<file path="config.mk">
export PLATFORM = sky130hd
export DESIGN_NAME = lcla_pipe_adder_flat
export DESIGN_NICKNAME = d
export VERILOG_FILES = /design/src/rtl/lcla_pipe_adder_if.sv /design/src/rtl/lcla_pipe_adder.sv /design/src/flat_wrapper.sv
export SDC_FILE = /design/constraint.sdc
export NUM_CORES = 1
export LEC_CHECK = 0
export CORE_ASPECT_RATIO = 0.6
export CORE_MARGIN = 3
export CORE_UTILIZATION = 49
export CTS_CLUSTER_SIZE = 10
export DETAILED_ROUTE_END_ITERATION = 8
export PLACE_DENSITY_LB_ADDON = 0.08
export REMOVE_ABC_BUFFERS = 1
export SETUP_SLACK_MARGIN = 0.4
export SYNTH_ARGS = -nofsm -noshare
export SYNTH_HDL_FRONTEND = slang
export SYNTH_SLANG_ARGS = --single-unit
</file>
<file path="constraint.sdc">
create_clock -name clk -period 1.69 [get_ports clk]
set_input_delay 0.338 -clock clk [delete_from_list [all_inputs] [get_ports clk]]
set_output_delay 0.338 -clock clk [all_outputs]
set_load 0.01 [all_outputs]
</file>
<file path="src/rtl/lcla_pipe_adder_if.sv">
// lcla_pipe_adder_if: operand and result channels of the pipelined lookahead adder
interface lcla_pipe_adder_if #(
  parameter int WIDTH = 16
);
  logic [WIDTH-1:0] a;
  logic [WIDTH-1:0] b;
  logic             cin;
  logic             sub;
  logic             op_valid;
  logic             op_ready;
  logic [WIDTH-1:0] s;
  logic             cout;
  logic             ovf;
  logic             res_valid;
  logic             res_ready;
  modport master (
    output a, b, cin, sub, op_valid, res_ready,
    input  op_ready, s, cout, ovf, res_valid
  );
  modport slave (
    input  a, b, cin, sub, op_valid, res_ready,
    output op_ready, s, cout, ovf, res_valid
  );
endinterface

</file>
<file path="src/rtl/lcla_pipe_adder.sv">
// lcla_pipe_adder: pipelined carry-lookahead adder/subtractor with valid/ready handshake
module lcla_pipe_adder #(
  parameter int WIDTH  = 16,
  parameter int STAGES = 4
) (
  input logic            clk,
  input logic            rst_n,
  lcla_pipe_adder_if.slave io
);
  localparam int CW = WIDTH / STAGES;
  localparam int NG = CW / 4;
  logic en;
  // Two-level lookahead: 4-bit groups, then a flat lookahead across the groups.
  function automatic logic [CW:0] cla_slice(input logic [CW-1:0] a, input logic [CW-1:0] b, input logic ci);
    logic [CW-1:0] g, p, c;
    logic [NG-1:0] gg, gp;
    logic [NG:0]   gc;
    logic          t;
    g = a & b;
    p = a ^ b;
    for (int j = 0; j < NG; j++) begin
      gp[j] = &p[4*j +: 4];
      gg[j] = g[4*j+3] | (p[4*j+3] & g[4*j+2]) | ((&p[4*j+2 +: 2]) & g[4*j+1]) | ((&p[4*j+1 +: 3]) & g[4*j]);
    end
    for (int j = 0; j <= NG; j++) begin
      t = ci;
      for (int m = 0; m < j; m++) t &= gp[m];
      gc[j] = t;
      for (int i = 0; i < j; i++) begin
        t = gg[i];
        for (int m = i + 1; m < j; m++) t &= gp[m];
        gc[j] |= t;
      end
    end
    for (int j = 0; j < NG; j++) begin
      c[4*j]   = gc[j];
      c[4*j+1] = g[4*j] | (p[4*j] & gc[j]);
      c[4*j+2] = g[4*j+1] | (p[4*j+1] & g[4*j]) | ((&p[4*j +: 2]) & gc[j]);
      c[4*j+3] = g[4*j+2] | (p[4*j+2] & g[4*j+1]) | ((&p[4*j+1 +: 2]) & g[4*j]) | ((&p[4*j +: 3]) & gc[j]);
    end
    return {gc[NG], p ^ c};
  endfunction
  for (genvar k = 0; k < STAGES; k++) begin : g_st
    localparam int RW = WIDTH - k * CW;
    logic [RW-1:0]       a_d, b_d;
    logic                c_d, v_d, v_q, c_q, co;
    logic [CW-1:0]       sum;
    logic [(k+1)*CW-1:0] s_q;
    assign {co, sum} = cla_slice(a_d[CW-1:0], b_d[CW-1:0], c_d);
    always_ff @(posedge clk or negedge rst_n)
      if (!rst_n) begin
        v_q <= 1'b0;
        c_q <= 1'b0;
      end else if (en) begin
        v_q <= v_d;
        c_q <= co;
      end
    if (k == 0) begin : g_first
      assign a_d = io.a;
      assign b_d = io.b ^ {WIDTH{io.sub}};
      assign c_d = io.cin ^ io.sub;
      assign v_d = io.op_valid;
      always_ff @(posedge clk or negedge rst_n)
        if (!rst_n) s_q <= '0;
        else if (en) s_q <= sum;
    end else begin : g_next
      assign a_d = g_st[k-1].g_fwd.a_q;
      assign b_d = g_st[k-1].g_fwd.b_q;
      assign c_d = g_st[k-1].c_q;
      assign v_d = g_st[k-1].v_q;
      always_ff @(posedge clk or negedge rst_n)
        if (!rst_n) s_q <= '0;
        else if (en) s_q <= {sum, g_st[k-1].s_q};
    end
    // Operand bits not yet consumed ride along with their transaction.
    if (k < STAGES - 1) begin : g_fwd
      logic [RW-CW-1:0] a_q, b_q;
      always_ff @(posedge clk or negedge rst_n)
        if (!rst_n) begin
          a_q <= '0;
          b_q <= '0;
        end else if (en) begin
          a_q <= a_d[RW-1:CW];
          b_q <= b_d[RW-1:CW];
        end
    end
    // Carry into the MSB is recovered as a^b^s at that bit.
    if (k == STAGES - 1) begin : g_last
      logic o_q;
      always_ff @(posedge clk or negedge rst_n)
        if (!rst_n) o_q <= 1'b0;
        else if (en) o_q <= co ^ a_d[CW-1] ^ b_d[CW-1] ^ sum[CW-1];
    end
  end
  assign en           = ~g_st[STAGES-1].v_q | io.res_ready;
  assign io.op_ready  = en;
  assign io.res_valid = g_st[STAGES-1].v_q;
  assign io.s         = g_st[STAGES-1].s_q;
  assign io.cout      = g_st[STAGES-1].c_q;
  assign io.ovf       = g_st[STAGES-1].g_last.o_q;
endmodule

</file>
<file path="src/flat_wrapper.sv">
// flat-port wrapper written by rule: the top's interface ports become plain ports
module lcla_pipe_adder_flat 
#(
  parameter int WIDTH  = 16,
  parameter int STAGES = 4
)
  (clk, rst_n, io_a, io_b, io_cin, io_sub, io_op_valid, io_res_ready, io_op_ready, io_s, io_cout, io_ovf, io_res_valid);
  lcla_pipe_adder_if #(.WIDTH(WIDTH)) io_i ();
  input logic clk;
  input logic rst_n;
  input wire logic [$bits(io_i.a)-1:0] io_a;
  input wire logic [$bits(io_i.b)-1:0] io_b;
  input wire logic [$bits(io_i.cin)-1:0] io_cin;
  input wire logic [$bits(io_i.sub)-1:0] io_sub;
  input wire logic [$bits(io_i.op_valid)-1:0] io_op_valid;
  input wire logic [$bits(io_i.res_ready)-1:0] io_res_ready;
  output wire logic [$bits(io_i.op_ready)-1:0] io_op_ready;
  output wire logic [$bits(io_i.s)-1:0] io_s;
  output wire logic [$bits(io_i.cout)-1:0] io_cout;
  output wire logic [$bits(io_i.ovf)-1:0] io_ovf;
  output wire logic [$bits(io_i.res_valid)-1:0] io_res_valid;
  assign io_i.a = io_a;
  assign io_i.b = io_b;
  assign io_i.cin = io_cin;
  assign io_i.sub = io_sub;
  assign io_i.op_valid = io_op_valid;
  assign io_i.res_ready = io_res_ready;
  assign io_op_ready = io_i.op_ready;
  assign io_s = io_i.s;
  assign io_cout = io_i.cout;
  assign io_ovf = io_i.ovf;
  assign io_res_valid = io_i.res_valid;
  lcla_pipe_adder #(.WIDTH(WIDTH), .STAGES(STAGES)) u_core (.clk(clk), .rst_n(rst_n), .io(io_i));
endmodule
</file>
==> results of run 1 <==
## where the power goes
group | switching, uW | total [uW] | internal (uW)
Clock | 825 | 2090 | 1270
Sequential | 599 | 3970 | 3370
Combinational | 2210 | 4120 | 1910
Total | 3630 | 10200 | 6550
## per-stage QoR
stage	setup slack (ps)	util	cells
after global placement	-475.6	0.6210	621
after floorplan	-4132	-	436
after detailed placement	-570.3	0.6210	621
after CTS	8.691	0.6739	644
after global routing	-47.01	0.6820	645
final	30.19	0.6820	645
## cells by family after synthesis
| family | after synthesis | share of synthesized area |
|---|---|---|
| buffers and inverters | 37 | 0.03782 |
| AND/OR/NAND/NOR | 216 | 0.1900 |
| adder cells (fa/ha/maj) | 20 | 0.06467 |
| flip-flops | 97 | 0.5600 |
| multiplexers | 2 | 0.004908 |
| XOR/XNOR | 30 | 0.06495 |
| AO/OA/AOI/OAI | 57 | 0.07766 |
## registers in the layout, indices dropped and copies added, names as in the netlist
name and count:
u_core.g_st.c_q 3, u_core.g_st.g_fwd.a_q 24, u_core.g_st.g_fwd.b_q 24, u_core.g_st.s_q 24, u_core.g_st.v_q 3, u_core.io.cout 1, u_core.io.ovf 1, u_core.io.res_valid 1
u_core.io.s 16
## layer usage
layer  share of wire  vias to the layer above  track usage
li1                -                     1596            -
met1            0.49                     1481       0.2688
met2            0.46                       55       0.3012
met3           0.041                       11      0.05376
met4           0.013                        0      0.05889
met5               0                        -            0
## repair_timing
action | CTS | global route
resized for setup | 112 | 32
setup endpoints to repair | 113 | 75
hold buffers | 1 | 0
buffers inserted | 5 | 1
cloned | 1 | 0
pin swaps | 20 | 18
endpoints found under the hold margin | 26 | 0
## layout by cell type (no fill, tap or decap), types with 7 or more instances in the layout
cell type,synthesis,layout
dfrtp_1,97,97
a21oi_1,17,13
o21ai_0,23,20
buf_6,1,7
inv_1,13,13
buf_4,1,17
xnor2_1,17,15
ha_1,16,13
buf_2,11,18
clkdlybuf4s50_1,0,28
nand2_1,198,197
nor2_1,12,12
clkbuf_16,0,9
xor2_1,12,9
## worst max path at each step
stage                                              to  slack (ps)  cells past startpoint
floorplan                 u_core.io.s[15]$_DFFE_PN0P_       -4130                      3
global placement    u_core.g_st[0].s_q[3]$_DFFE_PN0P_        -480                      7
detailed placement  u_core.g_st[0].s_q[3]$_DFFE_PN0P_        -570                      7
CTS                       u_core.io.s[15]$_DFFE_PN0P_           9                      5
global route                u_core.io.ovf$_DFFE_PN0P_         -50                      5
finish                    u_core.io.s[15]$_DFFE_PN0P_          30                      5
## final cells by class
cell class	count	area, sq um	area share
Sequential cell	97	2427	0.4326
Timing Repair Buffer	85	785.8	0.1401
Tap cell	108	135.1	0.02409
Multi-Input combinational cell	325	1901	0.3388
Clock buffer	14	274.0	0.04884
Clock inverter	2	35.03	0.006244
Inverter	14	52.55	0.009367
==> run summary, run 1 <==
Final setup skew: 4.849 ps
Final instance area: 5610 sq um
Synth cell types: 33
Post-route ant nets: 0
Top cells by count, synth: nand2_1, dfrtp_1, o21ai_0
Sinks on Clock Net: 97
CP top delay family: compound AO/OA/AOI/OAI gates
Max cap viols: 0
First-pass GRT wire length: 15160 um
Hold violation total from the final report: 0
CTS clock-pin slew for the worst setup and hold paths: 60 ps
Fin Setup TNS: 0 ps
Main flop type after synthesis: dfrtp_1
Hold Path Class: input pin to async pin
Reg2reg end: u_core.io.s[15]$_DFFE_PN0P_
# diodes: 0
Post-synthesis sequential area ratio: 0.5600
R2R depth: 5
Initial drt markers: 150
Largest net degree at the start of global routing: 55
Peak VDD IR: 651.6 uV
FILL cells: 664
Routed WL: 9172 um
Synth async-reset ratio: 1.000
Clock Tree Root: clkbuf_16
Initial antenna violation count: 0
Insertion delay to the later sink of the worst-skew pair: 340 ps
Critical path type: register to register
Via/cell ratio: 4.873
R2R setup slack: 30 ps
Top post-synthesis cells by area: dfrtp_1, nand2_1, ha_1
Crit end category: register
Area of the die: 10050 sq um
Core Box Area: 8227 sq um
Slew Viols, Final: 0
Remaining DRCs: 0
Fin crit period: 1660 ps
Critical path arrival: 1880 ps
Initial core utilization: 0.5268
Post-synth top area cell: dfrtp_1
Worst Path Max Fanout: 3
CTS tree: yes
Layout cells sized above 1: 0.1732
Status: completed
H-tree depth reported by CTS: 3
Drt pass-1 iters: 4
Die outline height: 78.85 um
Crit path required time: 1910 ps
Worst path bufs/invs: 0
Post-Place Cell Area: 5109 sq um
Vias: 3143
Slew headroom: 0.7425
RSZ-0062 raised after global routing: true
Io pins: 58
Critical Path Slowest Stage Cell: dfrtp_1
Mean Syn Cell Area: 9.443 sq um
P_leak: 0.002784 uW
Synth top area share: 0.5600
Grt total ovfl: 0
Most common cell in the netlist: nand2_1
Worst-path cell chain: ha_4 -> a211oi_4 -> o21bai_2 -> xor2_2 -> mux2_4
Period Utilization, post-route: 0.9821
Die W: 127.4 um
Final Net Count: 590
CP Launch Type: register
Slowest Stage Delay on Critical Path: 410 ps
EDFF count, synth: 0
Ys Warns: 0
DP HPWL: 5943 um
P&R area growth vs syn: 29.45%
Crit path from: u_core.g_st[2].g_fwd.a_q[0]$_DFFE_PN0P_
Max Root-Sink Buffers: 2
Port Buf Inserts: 57
Number of setup violations in the final report: 0
Post-Syn Area: 4334 sq um
Final GP Congestion: 0.7596
Num rows: 25
Slew @ Worst Pin: 386.2 ps
Worst r2r src: u_core.g_st[2].g_fwd.a_q[0]$_DFFE_PN0P_
Fmax: 0.6025 GHz
Mapped Cells: 459
Synth Register Bits: 97
Hold WS: 461.5 ps
Vias in the first global route: 3122
All-Layer GR Usage: 0.1944
Total chip power: 10190 uW
Inserted Clock Buffers: 9
WL/cell: 14.22 um
Power per cell area: 1816 nW/um^2
Note: power is estimated with default switching activity, not from simulation.
==> inputs of run 2 (changes only) <==
==> constraint.sdc (replaced) <==
create_clock -name clk -period 1.4 [get_ports clk]
set_input_delay 0.28 -clock clk [delete_from_list [all_inputs] [get_ports clk]]
set_output_delay 0.28 -clock clk [all_outputs]
set_load 0.01 [all_outputs]
==> run 2 against run 1 <==
Compared with the run above: the run now ends with negative setup slack left; sequential cell count is the same; first-iteration DRC count is 110% higher; register-to-register slack got worse by 370 ps; die area unchanged; clock skew rose by 3.0 ps; maximum frequency decreased by 4.7%; non-clock buffer count up 63; cell count increased by 9.8%; wire length up 85%; sequential share of layout area fell by 11 points; core utilization grew 23 points; global-route usage rose by 7.5 points; largest cell class is now multi-input combinational cells.
==> run summary, run 2 (same netlist as run 1, synthesis figures left out) <==
Remaining DRCs: 0 (unchanged)
Max cap viols: 0 (unchanged)
Num rows: 25 (unchanged)
Number of setup violations in the final report: 20 (+20)
Initial antenna violation count: 0 (unchanged)
Worst Path Max Fanout: 3 (unchanged)
Post-route ant nets: 0 (unchanged)
Slew @ Worst Pin: 335.8 ps (-50.48 ps)
Layout cells sized above 1: 0.5717 (+0.3985)
Slew Viols, Final: 0 (unchanged)
R2R setup slack: -340 ps (-370 ps)
Initial core utilization: 0.5268 (unchanged)
Critical path type: register to register
Area of the die: 10050 sq um (unchanged)
Crit end category: register
Routed WL: 16990 um (+85%)
Die W: 127.4 um (unchanged)
CTS tree: yes
Core Box Area: 8227 sq um (unchanged)
P&R area growth vs syn: 72.72%
Commonest non-fill, non-tap cell in the layout: dfrtp_1
Hold Path Class: input pin to async pin
CTS clock-pin slew for the worst setup and hold paths: 70 ps (about the same)
Status: finished, violations left
Pre-CTS setup slack: -780.5 ps (-210.2 ps)
Drt pass-1 iters: 5 (+1)
Port Buf Inserts: 57 (unchanged)
Leading registers by flop count: u_core.g_st.g_fwd.a_q x24, u_core.g_st.g_fwd.b_q x24, u_core.g_st.s_q x24
Grt total ovfl: 0 (unchanged)
Io pins: 58 (unchanged)
Vias in the first global route: 3959 (+27%)
Slew headroom: 0.7754 (+0.03293)
P_leak: 0.003578 uW (+29%)
WL/cell: 24.00 um (+69%)
Die outline height: 78.85 um (unchanged)
Hold WS: 336.7 ps (-124.8 ps)
Worst r2r src: u_core.g_st[2].g_fwd.a_q[0]$_DFFE_PN0P_
Initial drt markers: 310 (+110%)
# diodes: 0 (unchanged)
Commonest cells after routing, fill and taps aside: dfrtp_1, nand2_2, nand2_4, nand2_1, buf_4
Clock Tree Root: clkbuf_16
Critical path arrival: 2010 ps (+130 ps)
Insertion delay to the later sink of the worst-skew pair: 350 ps (about the same)
Fin crit period: 1741 ps (+81.01 ps)
RSZ-0062 raised after global routing: true
Peak VDD IR: 1202 uV (+84%)
H-tree depth reported by CTS: 3 (unchanged)
Largest net degree at the start of global routing: 29 (-47%)
Sinks on Clock Net: 97 (unchanged)
Period Utilization, post-route: 1.243 (+0.2613)
Final GP Congestion: 0.7569 (-0.36%)
Power per cell area: 2324 nW/um^2 (+28%)
Slowest Stage Delay on Critical Path: 420 ps (about the same)
CP Launch Type: register
Final setup skew: 7.829 ps (+2.980 ps)
R2R depth: 6 (+1)
Inserted Clock Buffers: 9 (unchanged)
First-pass GRT wire length: 20690 um (+37%)
Worst-path cell chain: ha_4 -> a211oi_4 -> o21ai_2 -> nor4_1 -> a221oi_1 -> o211ai_1
Final non-filler cell total: 708 (+9.8%)
Multi-input gate area: 2745 sq um (+44%)
Fmax: 0.5744 GHz (-4.7%)
Max Root-Sink Buffers: 2 (unchanged)
FILL cells: 290 (-56%)
Critical Path Slowest Stage Cell: dfrtp_1
Violated checks: negative setup slack
Final worst slack: -340.8 ps (-371.0 ps)
All-Layer GR Usage: 0.2697 (+0.07537)
Via/cell ratio: 5.816 (+19%)
Vias: 4118 (+31%)
Register area: 2429 sq um (about the same)
Dpl cells: 628 (+1.1%)
Final Net Count: 653 (+11%)
Crit path required time: 1670 ps (-240 ps)
Hold violation total from the final report: 0 (unchanged)
DP HPWL: 6095 um (+2.6%)
Reg2reg end: u_core.io.ovf$_DFFE_PN0P_
==> run 2: cell count changes in the layout (fill, tap and decap cells not counted), moves of 8 or more <==
cell | previous run | this run
nor2_4 | 0 | 8
buf_12 | 3 | 16
buf_16 | 2 | 17
nor2_1 | 12 | 3
nand2_4 | 0 | 55
buf_4 | 17 | 37
nand2_1 | 197 | 55
buf_6 | 7 | 16
o21ai_0 | 20 | 1
nand2_2 | 1 | 88
a21oi_1 | 13 | 4
o21ai_2 | 1 | 18
==> run 2: layout make-up <==
cell class	instances	share of cell area
inverters	14	0.008023
clock inverters	2	0.001671
multi-input cells	325	0.3667
repair buffers	148	0.2459
flip-flops and latches	97	0.3244
well taps	108	0.01805
clock buffers	14	0.03527
==> run 2: metrics by stage <==
step | util | power, uW | instance area [sq um] | setup TNS, ps
floorplan | - | 7586 | 4223 | -382560
finish | 0.9100 | 17400 | 7486 | -2641
CTS | 0.8198 | 14590 | 6744 | -905.7
detailed placement | 0.6304 | 9504 | 5186 | -27410
global placement | 0.6304 | 9325 | 5186 | -26560
global route | 0.9100 | 18070 | 7486 | -3334
==> run 2: critical path: cells and delay by family, from the launching register on <==
| family | cells | cell delay (ps) |
|---|---|---|
| compound gates | 4 | 660 |
| fa+ha+maj | 1 | 270 |
| simple gates | 1 | 300 |
| flops | 1 | 420 |
==> run 2: power by group <==
part / switching, uW / total, uW / internal, uW
clock: 1090 / 2400 / 1300
combinational: 4690 / 9490 / 4790
sequential: 1450 / 5520 / 4070
total: 7230 / 17400 / 10200
==> run 2: worst max-delay path by stage <==
stage | from | end | slack (ps)
finish | u_core.g_st[2].g_fwd.a_q[0]$_DFFE_PN0P_ | u_core.io.ovf$_DFFE_PN0P_ | -340
global route | u_core.g_st[2].g_fwd.a_q[0]$_DFFE_PN0P_ | u_core.io.ovf$_DFFE_PN0P_ | -430
CTS | u_core.g_st[2].g_fwd.a_q[0]$_DFFE_PN0P_ | u_core.io.s[15]$_DFFE_PN0P_ | -240
detailed placement | io_sub | u_core.g_st[0].s_q[3]$_DFFE_PN0P_ | -780
global placement | io_sub | u_core.g_st[0].s_q[3]$_DFFE_PN0P_ | -700
floorplan | u_core.io.res_valid$_DFFE_PN0P_ | u_core.io.s[15]$_DFFE_PN0P_ | -4420
==> run 2: metal layers <==
metal  vias up  global-route usage  part of all wire
met5         -                   0                 0
met4         0              0.1017             0.044
met3        78             0.06653             0.078
met2       250              0.4669              0.50
met1      2056              0.3289              0.37
li1       1734                   -                 -
==> run 2: repair_timing <==
action / 4_1_cts / 5_1_grt
setup endpoints to repair: 117 / 117
resized for setup: 344 / 133
hold endpoints to repair: 10 / 0
hold buffers: 1 / 0
gates cloned: 18 / 3
pin swaps: 148 / 68
setup buffers: 23 / 19
==> RTL edit 1, RTL diff (flow settings as in run 1) <==
Make the reset (`rst_n`) synchronous in 5 clocked blocks.
--- a/src/rtl/lcla_pipe_adder.sv
+++ b/src/rtl/lcla_pipe_adder.sv
@@ -49,3 +49,3 @@
     assign {co, sum} = cla_slice(a_d[CW-1:0], b_d[CW-1:0], c_d);
-    always_ff @(posedge clk or negedge rst_n)
+    always_ff @(posedge clk)
       if (!rst_n) begin
@@ -62,3 +62,3 @@
       assign v_d = io.op_valid;
-      always_ff @(posedge clk or negedge rst_n)
+      always_ff @(posedge clk)
         if (!rst_n) s_q <= '0;
@@ -70,3 +70,3 @@
       assign v_d = g_st[k-1].v_q;
-      always_ff @(posedge clk or negedge rst_n)
+      always_ff @(posedge clk)
         if (!rst_n) s_q <= '0;
@@ -77,3 +77,3 @@
       logic [RW-CW-1:0] a_q, b_q;
-      always_ff @(posedge clk or negedge rst_n)
+      always_ff @(posedge clk)
         if (!rst_n) begin
@@ -89,3 +89,3 @@
       logic o_q;
-      always_ff @(posedge clk or negedge rst_n)
+      always_ff @(posedge clk)
         if (!rst_n) o_q <= 1'b0;
Behaviour: differs if rst_n is asserted again (counterexample within 10 cycles, from zero or initial values and one cycle with rst_n low); with rst_n held inactive, the same outputs for 10 cycles.
==> RTL edit 1 against run 1 <==
  * Count of clock-buffer cells in the layout fell by 2
  * Core utilization rose by 15 points
  * Sequential cell count did not move
  * Wire length rose by 33%
  * Worst setup slack got worse by 12 ps
  * Synthesized area fell by 0.98%
  * Cell area rose by 22%
  * Maximum frequency fell by 0.73%
  * Via count rose by 21%
  * Critical path depth rose by 1
  * First-iteration DRC count rose by 39%
  * Critical path type unchanged
  * Largest cell class is now multi-input combinational cells
Power is not compared: it rests on default switching activity, and its combinational part moved more than twofold at a synthesized area within 25%.
==> RTL edit 1: results (changes against run 1) <==
Largest cells by area after synthesis -> dfxtp_1 45%, nand2_1 14%, a21boi_0 12%, xnor2_1 4.7%, ha_1 4.7%
Largest net degree at the start of global routing -> 48 (-13%)
Routed wl met3 -> 637 um (+68%)
Layout cells sized above 1 -> 42.0% (+25 points)
Area growth, synth to finish -> 59.5%
Hold Crit Class -> in -> reg
GPL Wtd Cong -> 0.761 (+0.21%)
FFs w/ async S/R, synth -> 0% (-100 points)
Setup crit end -> u_core.io.ovf
First-pass GRT wire length -> 17500 um (+16%)
DP Area -> 5060 um^2 (-0.93%)
FF/Latch Area -> 1960 um^2 (-19%)
Reg2Reg Depth -> 6 (+1)
Port Buf Inserts -> 57 (unchanged)
Seq group -> 2.58 mW
M2 GR Usage -> 36.9% (+6.8 points)
Number of global-route vias before repair -> 3590 (+15%)
Setup Buffers After CTS -> 15 (+10)
Setup Skew -> 3.96 ps (-0.885 ps)
Comb power -> 0.955 mW
Non-Clock Buffer Area Fraction -> 21.3% (+7.3 points)
Clock slew at reported path FFs -> 70 ps
Non-CTS buffers -> 115 (+35%)
Clk_buf instances -> 12 (-2)
CP max FO -> 4 (+1)
Critical Path AT -> 1900 ps (+20 ps)
Netlist cell types -> 36 (+9.1%)
Fin crit share -> 98.9% (+0.72 points)
Vias per inst -> 5.47 (+12%)
DP HPWL -> 6230 um (+4.9%)
CTS resizes -> 200 (+79%)
Synth top cells by count -> 156 x nand2_1, 97 x dfxtp_1, 68 x a21boi_0
Hold wc startpoint -> rst_n
M1 WL -> 5330 um (+19%)
All-Layer GR Usage -> 22.0% (+2.6 points)
Max clock buf depth -> 2 (unchanged)
Run status -> finished, final reports clean
Primary FF master, synth -> dfxtp_1
Switching Share -> 25.8%
Register area share after synthesis -> 45.2% (-11 points)
Seq_cells -> 97 (unchanged)
Final clock-cell share -> 4.15% (-1.4 points)
Diodes inserted -> 0 (unchanged)
Multi-input logic area -> 2950 um^2 (+55%)
Fill cells -> 431 (-35%)
Nets -> 639 (+8.3%)
Critical Path Start -> u_core.g_st[2].g_fwd.b_q[0]
Metal2 WL -> 6000 um (+43%)
Hold Slack -> 447 ps (-14.9 ps)
Initial DRC Count -> 208 (+39%)
Worst-margin pin slew -> 401 ps (+14.6 ps)
Place WS -> -586 ps (-15.8 ps)
Hold_buf cts -> 0 (-1)
GR Util met1 -> 28.4% (+1.5 points)
Multi-In Gates -> 344 (+5.8%)
Final setup fails -> 0 (unchanged)
Synthesized area per cell -> 8.78 um^2 (-7.1%)
Wirelength per Cell -> 17.5 um (+23%)
Met3 usage -> 5.57% (+0.20 points)
RTL edit 1: critical path, cell delays in order, from the launching register on:
cell and delay, ps:
dfxtp_2 340, ha_4 250, a211oi_4 310, o21bai_4 120, or3_1 320, o211ai_1 110
a31oi_1 110
RTL edit 1: cells by family (layout without fill, tap and decap cells):
| group | after synthesis | count (layout) | synth area share (%) |
|---|---|---|---|
| fa+ha+maj | 20 | 20 | 6.53 |
| compound gates | 121 | 121 | 21.8 |
| xor+xnor | 27 | 27 | 5.51 |
| buf+inv | 48 | 145 | 4.55 |
| flops | 97 | 97 | 45.2 |
| simple gates | 176 | 176 | 16.4 |
RTL edit 1: through the flow:
stage	setup TNS, ps	instances	util, %
after detailed placement	-11470	642	61.8
after global routing	-47.6	694	83.5
final	0	694	83.5
after CTS	0	683	74.6
after global placement	-10270	642	61.8
after floorplan	-425570	455	-
==> RTL edit 2, RTL diff (flow settings as in run 1) <==
Without the edit above. Register the output `io.ovf`; this adds one clock of latency there.
--- a/src/rtl/lcla_pipe_adder.sv
+++ b/src/rtl/lcla_pipe_adder.sv
@@ -99,3 +99,5 @@
   assign io.cout      = g_st[STAGES-1].c_q;
-  assign io.ovf       = g_st[STAGES-1].g_last.o_q;
+  always_ff @(posedge clk) begin
+      io.ovf <= g_st[STAGES-1].g_last.o_q;
+  end
 endmodule
Function: changed (a bounded check fails within 10 cycles, from zero or initial values and one cycle with rst_n low).
==> RTL edit 2 against run 1 <==
  * The flow now finishes with violations (setup timing)
  * Via count up 12%
  * Cell count grew 4.7%
  * Sequential cell count rose by 1
  * Power increased by 22%
  * Cell area grew 18%
  * Worst setup slack worse by 71 ps
  * Wire length grew 26%
  * Hold slack got worse by 56 ps
  * First-iteration DRC count increased by 62%
  * Synthesized area grew 0.46%
  * Synthesized cell count increased by 0.22%
==> RTL edit 2: results (changes against run 1) <==
M1 WL -> 4900 um (+9.2%)
FF/Latch Area -> 2450 um^2 (+0.82%)
Multi-input gate share of the layout cell area -> 35.7% (+1.9 points)
Place WS -> -488 ps (+82.7 ps)
Setup Skew -> 6.45 ps (+1.60 ps)
Power per cell area -> 1880 nW/um^2 (+3.3%)
Leak Pwr -> 3.17 nW (+14%)
Run status -> finished, violations left
Initial DRC Count -> 243 (+62%)
Peak VDD IR -> 0.000967 V (+48%)
Post-synthesis compound-gate area fraction -> 7.73% (-0.036 points)
Psw -> 4.69 mW (+29%)
Adder-Cell Fraction of Synth Area -> 6.44% (-0.030 points)
Non-CTS buffers -> 114 (+34%)
Yosys reg bits -> 98 (+1.0%)
Vias -> 3527 (+12%)
Netlist cell types -> 34 (+3.0%)
Number of global-route vias before repair -> 3348 (+7.2%)
Failing checks -> setup timing
Comb power -> 6.07 mW (+47%)
FFs w/ async S/R, synth -> 99.0% (-1.0 points)
Mapped Cells -> 460 (+0.22%)
Fill cells -> 532 (-20%)
Clk_buf instances -> 11 (-3)
Area growth, synth to finish -> 51.7%
All-Layer GR Usage -> 19.9% (+0.43 points)
GPL Wtd Cong -> 0.785 (+3.3%)
Uppermost layer routed -> met4
Max incr delay on CP -> 410 ps (about the same)
Clk pwr share -> 17.0% (-3.5 points)
GR Util met1 -> 26.8% (-0.036 points)
DP HPWL -> 5830 um (-1.9%)
M2 GR Usage -> 31.0% (+0.84 points)
Reg2reg end -> u_core.io.s[15]
Setup tns final -> -61.0 ps (-61.0 ps)
Nets -> 620 (+5.1%)
Met3 usage -> 6.05% (+0.67 points)
Hold Crit Class -> reg -> reg
Launching point of the worst reg2reg path -> u_core.g_st[2].g_fwd.b_q[0]
Relative slew slack -> 76.1% (+1.8 points)
Layout cells sized above 1 -> 38.6% (+21 points)
Non-Clock Buffer Area Fraction -> 19.7% (+5.7 points)
Synth Area in XOR/XNOR -> 6.47% (-0.030 points)
Post-route worst setup slack -> -40.4 ps (-70.6 ps)
Final setup fails -> 2 (+2)
First-pass GRT wire length -> 15800 um (+4.5%)
Wirelength per Cell -> 17.2 um (+21%)
## RTL edit 2: cell types whose count changed after synthesis
cell,change
dfxtp_1,+1
## RTL edit 2: how the worst max path moves through the flow
stage / from / to / slack, ps / cells after the start
after floorplan: u_core.io.res_valid / u_core.io.s[15] / -4130 / 3
after global placement: io_sub / u_core.g_st[0].s_q[3] / -490 / 8
after detailed placement: io_sub / u_core.g_st[0].s_q[3] / -490 / 8
after CTS: u_core.g_st[2].g_fwd.b_q[0] / u_core.io.s[15] / 30 / 5
after global routing: u_core.g_st[2].g_fwd.b_q[0] / u_core.g_st[3].g_last.o_q / -110 / 5
final: u_core.g_st[2].g_fwd.b_q[0] / u_core.io.s[15] / -40 / 5
## RTL edit 2: repair_timing
| item | 4_1_cts | 5_1_grt |
|---|---|---|
| resized for setup | 125 | 179 |
| hold buffers | 1 | 0 |
| cloned | 2 | 10 |
| hold endpoints to repair | 23 | 0 |
| setup endpoints to repair | 81 | 89 |
| pin swaps | 24 | 90 |
| setup buffers | 13 | 14 |
